[src/rtl/alu_issue_queue.sv]
// alu_issue_queue: out-of-order issue queue feeding the ALU execute stage.
// Holds up to DEPTH renamed uops, wakes source operands from the two ALU
// bypass buses and selects one ready uop per cycle.
// Optional feature macro: ALU_IQ_AGE_SELECT_EN. When it is defined, an age
// matrix makes select pick the oldest ready entry. Otherwise select picks
// the lowest-index ready entry.

package alu_iq_pkg;

    localparam int PRF_W = 6;

    // Renamed ALU micro-op. pdst, alu_op and rob_idx are payload that the
    // queue carries through unchanged.
    typedef struct packed {
        logic             valid;
        logic             op0re;
        logic             op1re;
        logic [PRF_W-1:0] op0PAddr;
        logic [PRF_W-1:0] op1PAddr;
        logic [PRF_W-1:0] pdst;
        logic [3:0]       alu_op;
        logic [6:0]       rob_idx;
    } UOPBundle;

    // Writeback broadcast from one ALU pipe.
    typedef struct packed {
        logic             wen;
        logic [PRF_W-1:0] wrNum;
    } BypassInfo;

endpackage

module alu_issue_queue
    import alu_iq_pkg::*;
#(
    parameter int DEPTH = 8,
    parameter int PRF_W = alu_iq_pkg::PRF_W
) (
    input  logic                       clk,
    input  logic                       rst,
    input  logic                       flush,
    input  logic                       enq_valid,
    input  UOPBundle                   enq_uop,
    input  logic                       enq_rdy0,
    input  logic                       enq_rdy1,
    output logic                       enq_ready,
    input  BypassInfo                  bypass_alu0,
    input  BypassInfo                  bypass_alu1,
    output logic                       iss_valid,
    output UOPBundle                   iss_uop,
    input  logic                       iss_ready,
    output logic [$clog2(DEPTH+1)-1:0] count
);

    localparam int CNT_W = $clog2(DEPTH + 1);
    localparam int IDX_W = $clog2(DEPTH);

    logic [DEPTH-1:0] vld;
    logic [DEPTH-1:0] r0;
    logic [DEPTH-1:0] r1;
    UOPBundle         uop_q [DEPTH];

    logic [DEPTH-1:0] cand;
    logic [IDX_W-1:0] sel_idx;
    logic [IDX_W-1:0] free_idx;
    logic [CNT_W-1:0] occ;
    logic             enq_fire;
    logic             alloc;
    logic             issue_fire;
    logic             alloc_r0;
    logic             alloc_r1;

    // True when either bypass bus is broadcasting the given tag this cycle.
    // Tag 0 is an ordinary tag.
    function automatic logic tag_hit(input logic [PRF_W-1:0] tag,
                                     input BypassInfo b0,
                                     input BypassInfo b1);
        return (b0.wen && (b0.wrNum == tag)) || (b1.wen && (b1.wrNum == tag));
    endfunction

    // An entry is a candidate when it is valid and both operands are ready.
    // An operand counts as ready when it is unused or its r bit is set.
    always_comb begin
        for (int i = 0; i < DEPTH; i++) begin
            cand[i] = vld[i]
                   && (!uop_q[i].op0re || r0[i])
                   && (!uop_q[i].op1re || r1[i]);
        end
    end

    // Occupancy count and lowest-index free slot.
    // NOTE: combinational blocks use blocking '=' and assign every output a
    // default first, so no latches are inferred.
    always_comb begin
        occ      = '0;
        free_idx = '0;
        for (int i = DEPTH - 1; i >= 0; i--) begin
            if (!vld[i]) free_idx = IDX_W'(i);
            occ = occ + CNT_W'(vld[i]);
        end
    end

`ifdef ALU_IQ_AGE_SELECT_EN
    // older_than[i][j] is set when entry j was allocated before entry i.
    logic [DEPTH-1:0] older_than [DEPTH];
    logic [DEPTH-1:0] oldest;

    // Oldest ready entry: a candidate that no older entry is also a candidate for.
    always_comb begin
        sel_idx = '0;
        for (int i = DEPTH - 1; i >= 0; i--) begin
            oldest[i] = cand[i] && !(|(cand & older_than[i]));
            if (oldest[i]) sel_idx = IDX_W'(i);
        end
    end

    // Age matrix update. A new entry is younger than every valid entry.
    // Its column is cleared so that stale bits left by a previous occupant
    // cannot survive.
    always_ff @(posedge clk) begin
        if (rst) begin
            for (int i = 0; i < DEPTH; i++) older_than[i] <= '0;
        end else if (alloc) begin
            for (int i = 0; i < DEPTH; i++) older_than[i][free_idx] <= 1'b0;
            older_than[free_idx] <= vld;
        end
    end
`else
    // Lowest-index ready entry.
    always_comb begin
        sel_idx = '0;
        for (int i = DEPTH - 1; i >= 0; i--) begin
            if (cand[i]) sel_idx = IDX_W'(i);
        end
    end
`endif

    assign iss_valid  = |cand;
    assign iss_uop    = uop_q[sel_idx];
    assign count      = occ;
    assign enq_ready  = (occ < CNT_W'(DEPTH));
    assign enq_fire   = enq_valid && enq_ready && !flush;
    assign alloc      = enq_fire && enq_uop.valid;
    assign issue_fire = iss_valid && iss_ready;
    assign alloc_r0   = enq_rdy0 || !enq_uop.op0re
                     || tag_hit(enq_uop.op0PAddr, bypass_alu0, bypass_alu1);
    assign alloc_r1   = enq_rdy1 || !enq_uop.op1re
                     || tag_hit(enq_uop.op1PAddr, bypass_alu0, bypass_alu1);

    // Entry control: flush/reset, operand wakeup, issue free, allocate.
    // NOTE: r0/r1 are not reset. They are only read while vld is set, and
    // allocation always writes them, so only vld needs a reset value.
    always_ff @(posedge clk) begin
        if (rst || flush) begin
            vld <= '0;
        end else begin
            for (int i = 0; i < DEPTH; i++) begin
                if (vld[i] && tag_hit(uop_q[i].op0PAddr, bypass_alu0, bypass_alu1))
                    r0[i] <= 1'b1;
                if (vld[i] && tag_hit(uop_q[i].op1PAddr, bypass_alu0, bypass_alu1))
                    r1[i] <= 1'b1;
            end
            if (issue_fire) vld[sel_idx] <= 1'b0;
            if (alloc) begin
                vld[free_idx] <= 1'b1;
                r0[free_idx]  <= alloc_r0;
                r1[free_idx]  <= alloc_r1;
            end
        end
    end

    // Payload storage. It has no reset because contents of invalid slots
    // are never observed.
    always_ff @(posedge clk) begin
        if (alloc) uop_q[free_idx] <= enq_uop;
    end

endmodule

[config.mk]
export PLATFORM = sky130hd
export DESIGN_NAME = alu_issue_queue
export DESIGN_NICKNAME = d
export VERILOG_FILES = /design/src/rtl/alu_issue_queue.sv
export SDC_FILE = /design/constraint.sdc
export NUM_CORES = 1
export LEC_CHECK = 0
export ABC_AREA = 1
export CAP_MARGIN = 40
export CORE_MARGIN = 4
export CORE_UTILIZATION = 55
export CTS_BUF_LIST = sky130_fd_sc_hd__clkbuf_4 sky130_fd_sc_hd__clkbuf_8
export DETAILED_ROUTE_END_ITERATION = 10
export HOLD_SLACK_MARGIN = 0.06
export PLACE_DENSITY = 0.74
export SLEW_MARGIN = 20
export SYNTH_ARGS = -nofsm -noshare
export SYNTH_HDL_FRONTEND = slang
export SYNTH_SLANG_ARGS = --single-unit
[constraint.sdc]
create_clock -name clk -period 6 [get_ports clk]
set_clock_uncertainty 0.2 [all_clocks]
set_input_delay 0.6 -clock clk [delete_from_list [all_inputs] [get_ports clk]]
set_output_delay 0.6 -clock clk [all_outputs]
set_load 0.1 [all_outputs]
==> flow_summary_export.csv, run 1 <==
group,metric,value,unit
critical_path,crit_path_top_delay_cell,"fa_1",
synthesis,synth.distinct_cells,46,
timing,fmaxAchievable,207,MHz
power,powerDensity,227,mW/mm^2
timing,worst_slew_pin_slew,0.951,ns
synthesis,postSynthCellCount,1853,
synthesis,synthesis.area,0.0157,mm^2
critical_path,cp_num_buf_inv,6,
critical_path,crit_path_end,"count[1]",
routing,ant_nets,0,
worst_hold_path,hold_path_class,"flip-flop to flip-flop",
cts,clk_path_buf_depth,3,
critical_path,cp-startpoint,"vld[0]",
synthesis,synth_top_area_cell,"edfxtp_1",
cts,cts_tree,"done",
final_layout,fin_area,0.0179,mm^2
grt,grt_pass1_wl,72800,um
cts,cts_buffers,46,
die,placeableCoreArea,0.0279,mm^2
synthesis,async_reset_ff_frac,0,
routing,wl_per_cell,20.5,um
synthesis,avgSynthCellArea,8.45,um^2
grt,grt_overflow,0,
timing,hold_ws,0.386,ns
power,leakage,7.91,nW
grt,grt_pass1_vias,13137,
critical_path,cp_top_family,"adder cells",
synthesis,ys_warn_count,0,
grt,grt_antenna_before_repair,0,
critical_path,path_depth,11,
synthesis,synth.top_cells.by_count,"nand2_1, inv_1, nand3_1, edfxtp_1, o22ai_1",
timing,slew_headroom,0.364,
timing,period_share,0.807,
synthesis,synth_edf_count,272,
grt,use_met1,0.397,
synthesis,synth_area_leaders,"edfxtp_1, nand2_1, inv_1",
die,dieArea,0.0312,mm^2
grt,busiest_layer,"met2",
timing,timing.final.hold_violations,0,
critical_path,critical-path-max-stage-delay,0.57,ns
timing,rsz0062_at_grt,"no",
timing,maxSlewViolCount,0,
synthesis,ys_ff_latch,280,
routing,drt_iter0_markers,1808,
place,io_buffers,90,
cts,clock_latency,0.56,ns
place,hpwlAfterDp,31000,um
critical_path,crit_path_cell_trace,"fa_1 > inv_1 > fa_1 > fa_1 > inv_1 > ha_1 > inv_1 > fa_1 > inv_1 > clkdlybuf4s50_1 > buf_8",
place,gp_congestion,0.962,
synthesis,synth-seq-area-share,0.532,
critical_path,worstReg2RegEnd,"uop_q[6][9]",
cts,path_clk_slew,0.06,ns
synthesis,synth_nets,1913,
routing,first_pass_iters,6,
run,cap_violations,0,
cts,root_buffer,"clkbuf_8",
final_layout,antennaDiodeCount,0,
die,initial_core_util,0.560,
timing,setup_violations,0,
die,die_y,177,um
die,fp.dieW,177,um
grt,met3_usage,0.0628,
cts,postCtsSetupRepairBufs,0,
routing,num_vias,13701,
final_layout,drive_above_1_share,0.0873,
cts,cts.repair.resized,0,
cts,postCtsHoldBufs,0,
critical_path,rrSetupSlack,1.44,ns
grt,grt_max_degree,70,
synthesis,yosysMostFrequentCell,"nand2_1",
synthesis,synth_top_area_frac,0.522,
final_layout,area_growth,14.4,%
routing,vias_per_cell,5.84,
critical_path,start_kind,"flip-flop",
grt,met2_usage,0.469,
routing,drt_wl_total,48100,um
critical_path,endpoint_kind,"primary output",
critical_path,reg2reg_from,"vld[0]",
place,dpl_cell_area,0.0171,mm^2
cts,htreeDepth,2,
timing,layout_min_cycle_time,4.84,ns
grt,grt_use_total,0.301,
critical_path,cp.required,5.20,ns
critical_path,worstSetupPathType,"flip-flop to primary output",
cts,cts.sinks,280,
power,peakVddDrop,179,uV
final_layout,nets,2003,
synthesis,synth_flop_cell,"edfxtp_1",
die,io_pins,91,
critical_path,rr_worst_depth,16,
critical_path,cp_data_arrival_time,4.04,ns
timing,setup_tns,0,ns
die,rows,61,
critical_path,worst-path-max-fanout,7,
routing,drc,0,
outcome,status,"complete, no violations",
## power by group
group / internal [mW] / switching (mW)
Combinational: 0.0984 / 0.240
Clock: 0.813 / 0.745
Sequential: 2.16 / 0.00520
## state kept, by name, summed over array words and instances (netlist names)
register,cells
r1,8
r0,8
vld,8
uop_q,256
## worst min-delay path, delay by kind of cell (launching register included)
family	cells	cell delay [ns]
AO/OA/AOI/OAI	2	0.16
flip-flops	1	0.37
## how the worst min path moves through the flow
stage / slack [ns] / start / depth (start not counted) / endpoint
floorplan: 0.30 / vld[4] / 2 / vld[4]
global placement: 0.36 / vld[4] / 2 / vld[4]
detailed placement: 0.36 / vld[4] / 2 / vld[4]
CTS: 0.37 / vld[4] / 2 / vld[4]
global route: 0.41 / vld[5] / 2 / vld[5]
finish: 0.39 / vld[3] / 2 / vld[3]
## metal layers
metal  vias to the layer above  routed length [um]  part of all wire
li1                       6283                   -                 -
met1                      6359               18100              0.38
met2                       867               21700              0.45
met3                       192                5500              0.11
met4                         0                2860             0.059
met5                         -                   0                 0
## per-stage QoR
stage | worst slack, ns | power [mW] | util | cells
after detailed placement | 1.45 | 2.53 | 0.612 | 2273
after floorplan | 0.189 | 2.38 | - | 1853
after global placement | 1.35 | 2.52 | 0.602 | 2261
after global routing | 0.985 | 4.19 | 0.641 | 2348
after CTS | 1.12 | 4.07 | 0.641 | 2348
final | 1.16 | 4.06 | 0.641 | 2348
## cell families (layout without fill, tap and decap cells)
kind of cell,Yosys count,after routing,synth area share
flip-flops,280,280,0.532
buffers and inverters,492,609,0.123
adder cells (fa/ha/maj),7,7,0.00752
AND/OR/NAND/NOR,840,840,0.237
XOR/XNOR,37,37,0.0207
AO/OA/AOI/OAI,197,197,0.0794
## cell usage in the layout, fill, tap and decap left out, types with 3 or more instances in the layout
cell / synthesis / final
ha_1: 3 / 3
o211ai_1: 9 / 9
o22ai_1: 61 / 61
o221ai_1: 3 / 3
o21ai_1: 9 / 9
o21ai_0: 40 / 40
nand4_1: 29 / 29
nor3_1: 19 / 19
inv_2: 7 / 7
nand3_1: 280 / 280
xnor2_1: 23 / 23
edfxtp_1: 272 / 272
buf_4: 5 / 66
a211oi_1: 12 / 12
dfxtp_1: 8 / 8
buf_8: 0 / 5
buf_16: 0 / 7
o2111ai_1: 6 / 6
fa_1: 4 / 4
nor2_4: 6 / 10
clkbuf_4: 0 / 15
a21oi_1: 37 / 37
nor2_1: 38 / 35
inv_1: 389 / 389
nand2_1: 449 / 449
clkdlybuf4s50_1: 0 / 57
nor4_1: 8 / 8
a221oi_1: 11 / 11
clkinv_1: 2 / 12
xor2_1: 14 / 14
clkbuf_8: 0 / 47
## cell type report
type	count	area, um^2
inverter	398	1490
tap	378	473
clock inverter	13	61.3
timing repair buffer	136	1350
multi-input combinational	1081	5440
fill	2393	10000
clock buffer	62	759
sequential	280	8330
Note: power is estimated with default switching activity, not from simulation.
==> inputs of run 2 (changes only) <==
Settings changed: PLACE_DENSITY 0.74 to 0.77.
Clock period 6 ns to 4.4 ns, I/O delays scaled along.
==> flow_summary_export.csv, run 2 (same netlist as run 1, synthesis figures left out) <==
group,metric,value,unit
cts,path_clk_slew,0.06,ns
timing,setup_violations,0,
power,p_seq_frac,0.531,
routing,ant_nets,0,
routing,num_vias,13948,
final_layout,drive_above_1_share,0.0976,
power,switching_share,0.243,
grt,grt_use_total,0.302,
critical_path,endpoint_kind,"primary output",
power,peakVddDrop,341,uV
die,initial_core_util,0.560,
power,powerDensity,302,mW/mm^2
critical_path,cp_data_arrival_time,3.54,ns
routing,drc,0,
critical_path,crit_path_end,"count[2]",
cts,cts_tree,"done",
place,hpwlAfterDp,30900,um
critical_path,worst-path-max-fanout,7,
timing,period_share,0.949,
cts,postCtsHoldBufs,0,
final_layout,regMostFlops,"uop_q",
cts,cts.sinks,280,
power,power_frac_clock,0.381,
die,io_pins,91,
timing,layout_min_cycle_time,4.18,ns
die,dieArea,0.0312,mm^2
final_layout,fin_area,0.0184,mm^2
die,rows,61,
power,p_sw,1.35,mW
routing,wl_per_cell,20.2,um
timing,setup_tns,0,ns
place,dpl_cell_area,0.0175,mm^2
grt,grt_pass1_vias,13529,
timing,rsz0062_at_grt,"no",
cts,root_buffer,"clkbuf_8",
timing,timing.final.hold_violations,0,
timing,hold_ws,0.338,ns
final_layout,nets,2014,
power,p_int,4.20,mW
final_layout,area_growth,17.4,%
grt,grt_overflow,0,
place,io_buffers,90,
critical_path,cp.required,3.76,ns
grt,grt_pass1_wl,73200,um
critical_path,worstSetupPathType,"flip-flop to primary output",
critical_path,start_kind,"flip-flop",
timing,worst_slew_pin_slew,0.904,ns
cts,clk_path_buf_depth,3,
grt,grt_antenna_before_repair,0,
worst_hold_path,hold_path_class,"flip-flop to flip-flop",
timing,maxSlewViolCount,0,
die,fp.dieW,177,um
final_layout,largest_reg_flops,256,
cts,htreeDepth,2,
power,leakage,8.11,nW
final_layout,nFillCells,2224,
critical_path,reg2reg_from,"vld[1]",
critical_path,rrSetupSlack,0.25,ns
critical_path,rr_worst_depth,16,
critical_path,cp-startpoint,"vld[1]",
grt,grt_max_degree,129,
cts,clock_latency,0.57,ns
power,total_power,5.55,mW
routing,first_pass_iters,7,
run,cap_violations,0,
die,placeableCoreArea,0.0279,mm^2
final_layout,fin_util,0.658,
final_layout,layout_commonest_cell,"nand2_1",
routing,drt_iter0_markers,1850,
routing,vias_per_cell,5.90,
die,die_y,177,um
place,gp_congestion,1.01,
routing,drt_wl_total,47800,um
outcome,status,"complete, no violations",
timing,fmaxAchievable,239,MHz
final_layout,final_cell_mix,"nand2_1, inv_1, nand3_1",
timing,slew_headroom,0.397,
critical_path,worstReg2RegEnd,"uop_q[5][17]",
power,combPwrFrac,0.088,
cts,postCtsSetupRepairBufs,0,
final_layout,antennaDiodeCount,0,
cts,cts_buffers,44,
run 2: worst min-delay path by stage:
| stage | start | end | slack [ns] | cells after the start |
|---|---|---|---|---|
| floorplan | vld[4] | vld[4] | 0.30 | 2 |
| global placement | vld[2] | vld[2] | 0.37 | 2 |
| detailed placement | vld[2] | vld[2] | 0.37 | 2 |
| CTS | enq_uop[1] | uop_q[6][1] | 0.38 | 1 |
| global route | vld[1] | vld[1] | 0.37 | 2 |
| finish | vld[1] | vld[1] | 0.34 | 2 |
run 2: power groups by stage:
| stage | Combinational, mW | Clock (mW) | Sequential (mW) |
|---|---|---|---|
| after global routing | 0.509 | 2.27 | 2.95 |
| after CTS | 0.473 | 2.14 | 2.95 |
| final | 0.490 | 2.11 | 2.95 |
| after detailed placement | 0.471 | 0 | 3.00 |
| after floorplan | 0.241 | 0 | 3.00 |
| after global placement | 0.463 | 0 | 3.00 |
run 2: layout make-up:
type | count | area, um^2 | share of cell area
clock inverter | 24 | 153 | 0.00830
sequential | 280 | 8330 | 0.453
clock buffer | 55 | 688 | 0.0374
inverter | 398 | 1490 | 0.0813
multi-input combinational | 1081 | 5460 | 0.297
timing repair buffer | 149 | 1780 | 0.0971
tap | 378 | 473 | 0.0257
run 2: metal layers:
metal | vias up | track usage | wire length, um
li1 | 6319 | - | -
met1 | 6348 | 0.393 | 17400
met2 | 1053 | 0.476 | 21700
met3 | 228 | 0.0737 | 6290
met4 | 0 | 0.151 | 2510
met5 | - | 0 | 0
run 2: repair_timing:
item                       4_1_cts  5_1_grt
hold endpoints to repair         0        0
gates resized for setup          0        1
setup endpoints to repair        0       69
run 2: worst max-delay path, cell delays in order, from the launching register on:
cell and delay (ns):
dfxtp_2 0.36, fa_1 0.52, inv_1 0.05, fa_1 0.50, fa_1 0.40, inv_1 0.06
ha_1 0.16, inv_1 0.06, fa_1 0.46, xnor2_2 0.19, buf_12 0.20
run 2: stage by stage:
step | setup WS (ns) | instances
final | 0.223 | 2365
after global routing | 0.0152 | 2365
after CTS | 0.121 | 2364
after detailed placement | 0.251 | 2285
after global placement | 0.349 | 2284
after floorplan | 0.0218 | 1853
==> inputs of run 3 (changes only) <==
Clock period 4.4 ns to 3.7 ns, I/O delays scaled along.
==> flow_summary_export.csv, run 3 (same netlist as run 1, synthesis figures left out) <==
group,metric,value,unit
power,power_frac_clock,0.387,
die,rows,61,
grt,grt_use_total,0.349,
routing,ant_nets,0,
routing,first_pass_iters,6,
timing,period_share,1.12,
critical_path,start_kind,"flip-flop",
critical_path,worstSetupPathType,"flip-flop to flip-flop",
critical_path,crit_path_top_delay_cell,"fa_2",
die,io_pins,91,
final_layout,regMostFlops,"uop_q",
cts,cts_buffers,45,
cts,cts_tree,"done",
cts,cts.sinks,280,
final_layout,nets,2093,
die,dieArea,0.0312,mm^2
timing,rsz0062_at_grt,"yes",
timing,setup_tns,-81.91,ns
critical_path,cp.required,3.79,ns
place,gp_congestion,0.987,
routing,num_vias,15159,
power,peakVddDrop,283,uV
cts,clock_latency,0.57,ns
grt,grt_max_degree,130,
final_layout,layout_commonest_cell,"nand2_1",
cts,root_buffer,"clkbuf_8",
timing,timing.final.hold_violations,0,
timing,fmaxAchievable,241,MHz
timing,layout_min_cycle_time,4.15,ns
final_layout,largest_reg_flops,256,
final_layout,final_cell_mix,"nand2_1, inv_1, nand3_1",
critical_path,endpoint_kind,"flip-flop",
cts,postCtsHoldBufs,0,
critical_path,critical-path-max-stage-delay,0.55,ns
critical_path,cp_data_arrival_time,4.24,ns
routing,wl_per_cell,24.3,um
final_layout,drive_above_1_share,0.161,
power,powerDensity,336,mW/mm^2
grt,grt_pass1_wl,83400,um
timing,slew_headroom,0.392,
power,leakage,8.85,nW
worst_hold_path,hold_path_class,"primary input to flip-flop",
power,p_sw,1.71,mW
timing,hold_ws,0.373,ns
timing,finalWorstSetupSlack,-0.448,ns
cts,htreeDepth,2,
outcome,status,"complete, but fails checks",
die,fp.dieW,177,um
grt,grt_overflow,0,
place,io_buffers,90,
cts,path_clk_slew,0.07,ns
final_layout,area_growth,28.2,%
outcome,violations,"negative setup slack",
critical_path,worst-path-max-fanout,8,
die,die_y,177,um
power,total_power,6.75,mW
place,pre_cts_ws,-0.228,ns
routing,drc,0,
die,initial_core_util,0.560,
power,p_int,5.03,mW
timing,worst_slew_pin_slew,0.909,ns
grt,grt_antenna_before_repair,0,
critical_path,crit_path_cell_trace,"fa_1 > inv_1 > fa_1 > fa_2 > inv_2 > ha_4 > buf_6 > nand2_4 > nand2_4 > nand2_8 > nand4_1 > inv_2 > nand2_4 > nor2_4 > inv_2 > buf_6 > nor2_4 > buf_12 > buf_6 > buf_16",
run,cap_violations,0,
routing,vias_per_cell,6.21,
power,combPwrFrac,0.094,
place,hpwlAfterDp,31800,um
timing,setup_violations,283,
final_layout,antennaDiodeCount,0,
die,placeableCoreArea,0.0279,mm^2
grt,grt_pass1_vias,14259,
power,p_seq_frac,0.520,
routing,drt_iter0_markers,3050,
power,switching_share,0.254,
routing,drt_wl_total,59300,um
final_layout,fin_util,0.718,
cts,clk_path_buf_depth,3,
timing,maxSlewViolCount,0,
==> run 3: changes by cell type in the layout (fill, tap and decap cells not counted), moves of 9 or more <==
| cell | previous run | this run |
|---|---|---|
| buf_6 | 0 | 30 |
| buf_16 | 0 | 11 |
| inv_1 | 386 | 375 |
| nand2_1 | 448 | 433 |
| clkbuf_16 | 0 | 10 |
| buf_12 | 42 | 65 |
| clkinv_1 | 17 | 8 |
==> run 3: per-layer routing <==
metal | vias to the layer above | global-route usage | routed length, um
met5 | - | 0 | 0
li1 | 6473 | - | -
met1 | 6987 | 0.466 | 20000
met3 | 277 | 0.0814 | 9210
met2 | 1422 | 0.552 | 26600
met4 | 0 | 0.147 | 3520
==> run 3: worst paths after layout <==
check              from            to  slack [ns]  cells past startpoint
max              vld[0]  uop_q[6][31]       -0.45                     20
min          enq_uop[8]   uop_q[3][8]        0.37                      1
max reg2reg      vld[0]  uop_q[6][31]       -0.45                     20
min reg2reg       r0[1]         r0[1]        0.41                      2
==> run 3: area by class of cell <==
class / instances / area, um^2
multi-input combinational: 1081 / 5660
timing repair buffer: 227 / 3210
sequential: 280 / 8330
tap: 378 / 473
inverter: 398 / 1530
fill: 1925 / 7880
clock inverter: 16 / 93.8
clock buffer: 63 / 754
==> run 3: stage by stage <==
stage          cell area (um^2)  cells
2_1_floorplan             15800   1853
3_3_place_gp              17900   2307
3_5_place_dp              17900   2307
4_1_cts                   19900   2438
5_1_grt                   20100   2443
6_report                  20100   2443
==> run 3: power groups by stage <==
stage	Sequential, mW	Combinational (mW)	Clock (mW)
after floorplan	3.57	0.288	0
after global placement	3.57	0.567	0
after detailed placement	3.57	0.573	0
after CTS	3.51	0.591	2.56
after global routing	3.50	0.653	2.76
final	3.51	0.632	2.61
==> run 3: what timing repair did <==
item                                    4_1_cts  5_1_grt
endpoints found under the setup margin      270      316
endpoints found under the hold margin         0        0
pin swaps                                    16       24
cloned                                       17       11
gates resized for setup                      90       58
buffers inserted                             36       17
==> run 3: critical path: cells and delay by family (launching register included) <==
family                   cells  cell delay [ns]
adder cells (fa/ha/maj)      4             1.70
flip-flops                   1             0.35
AND/OR/NAND/NOR              7             0.66
buffers and inverters        9             0.95
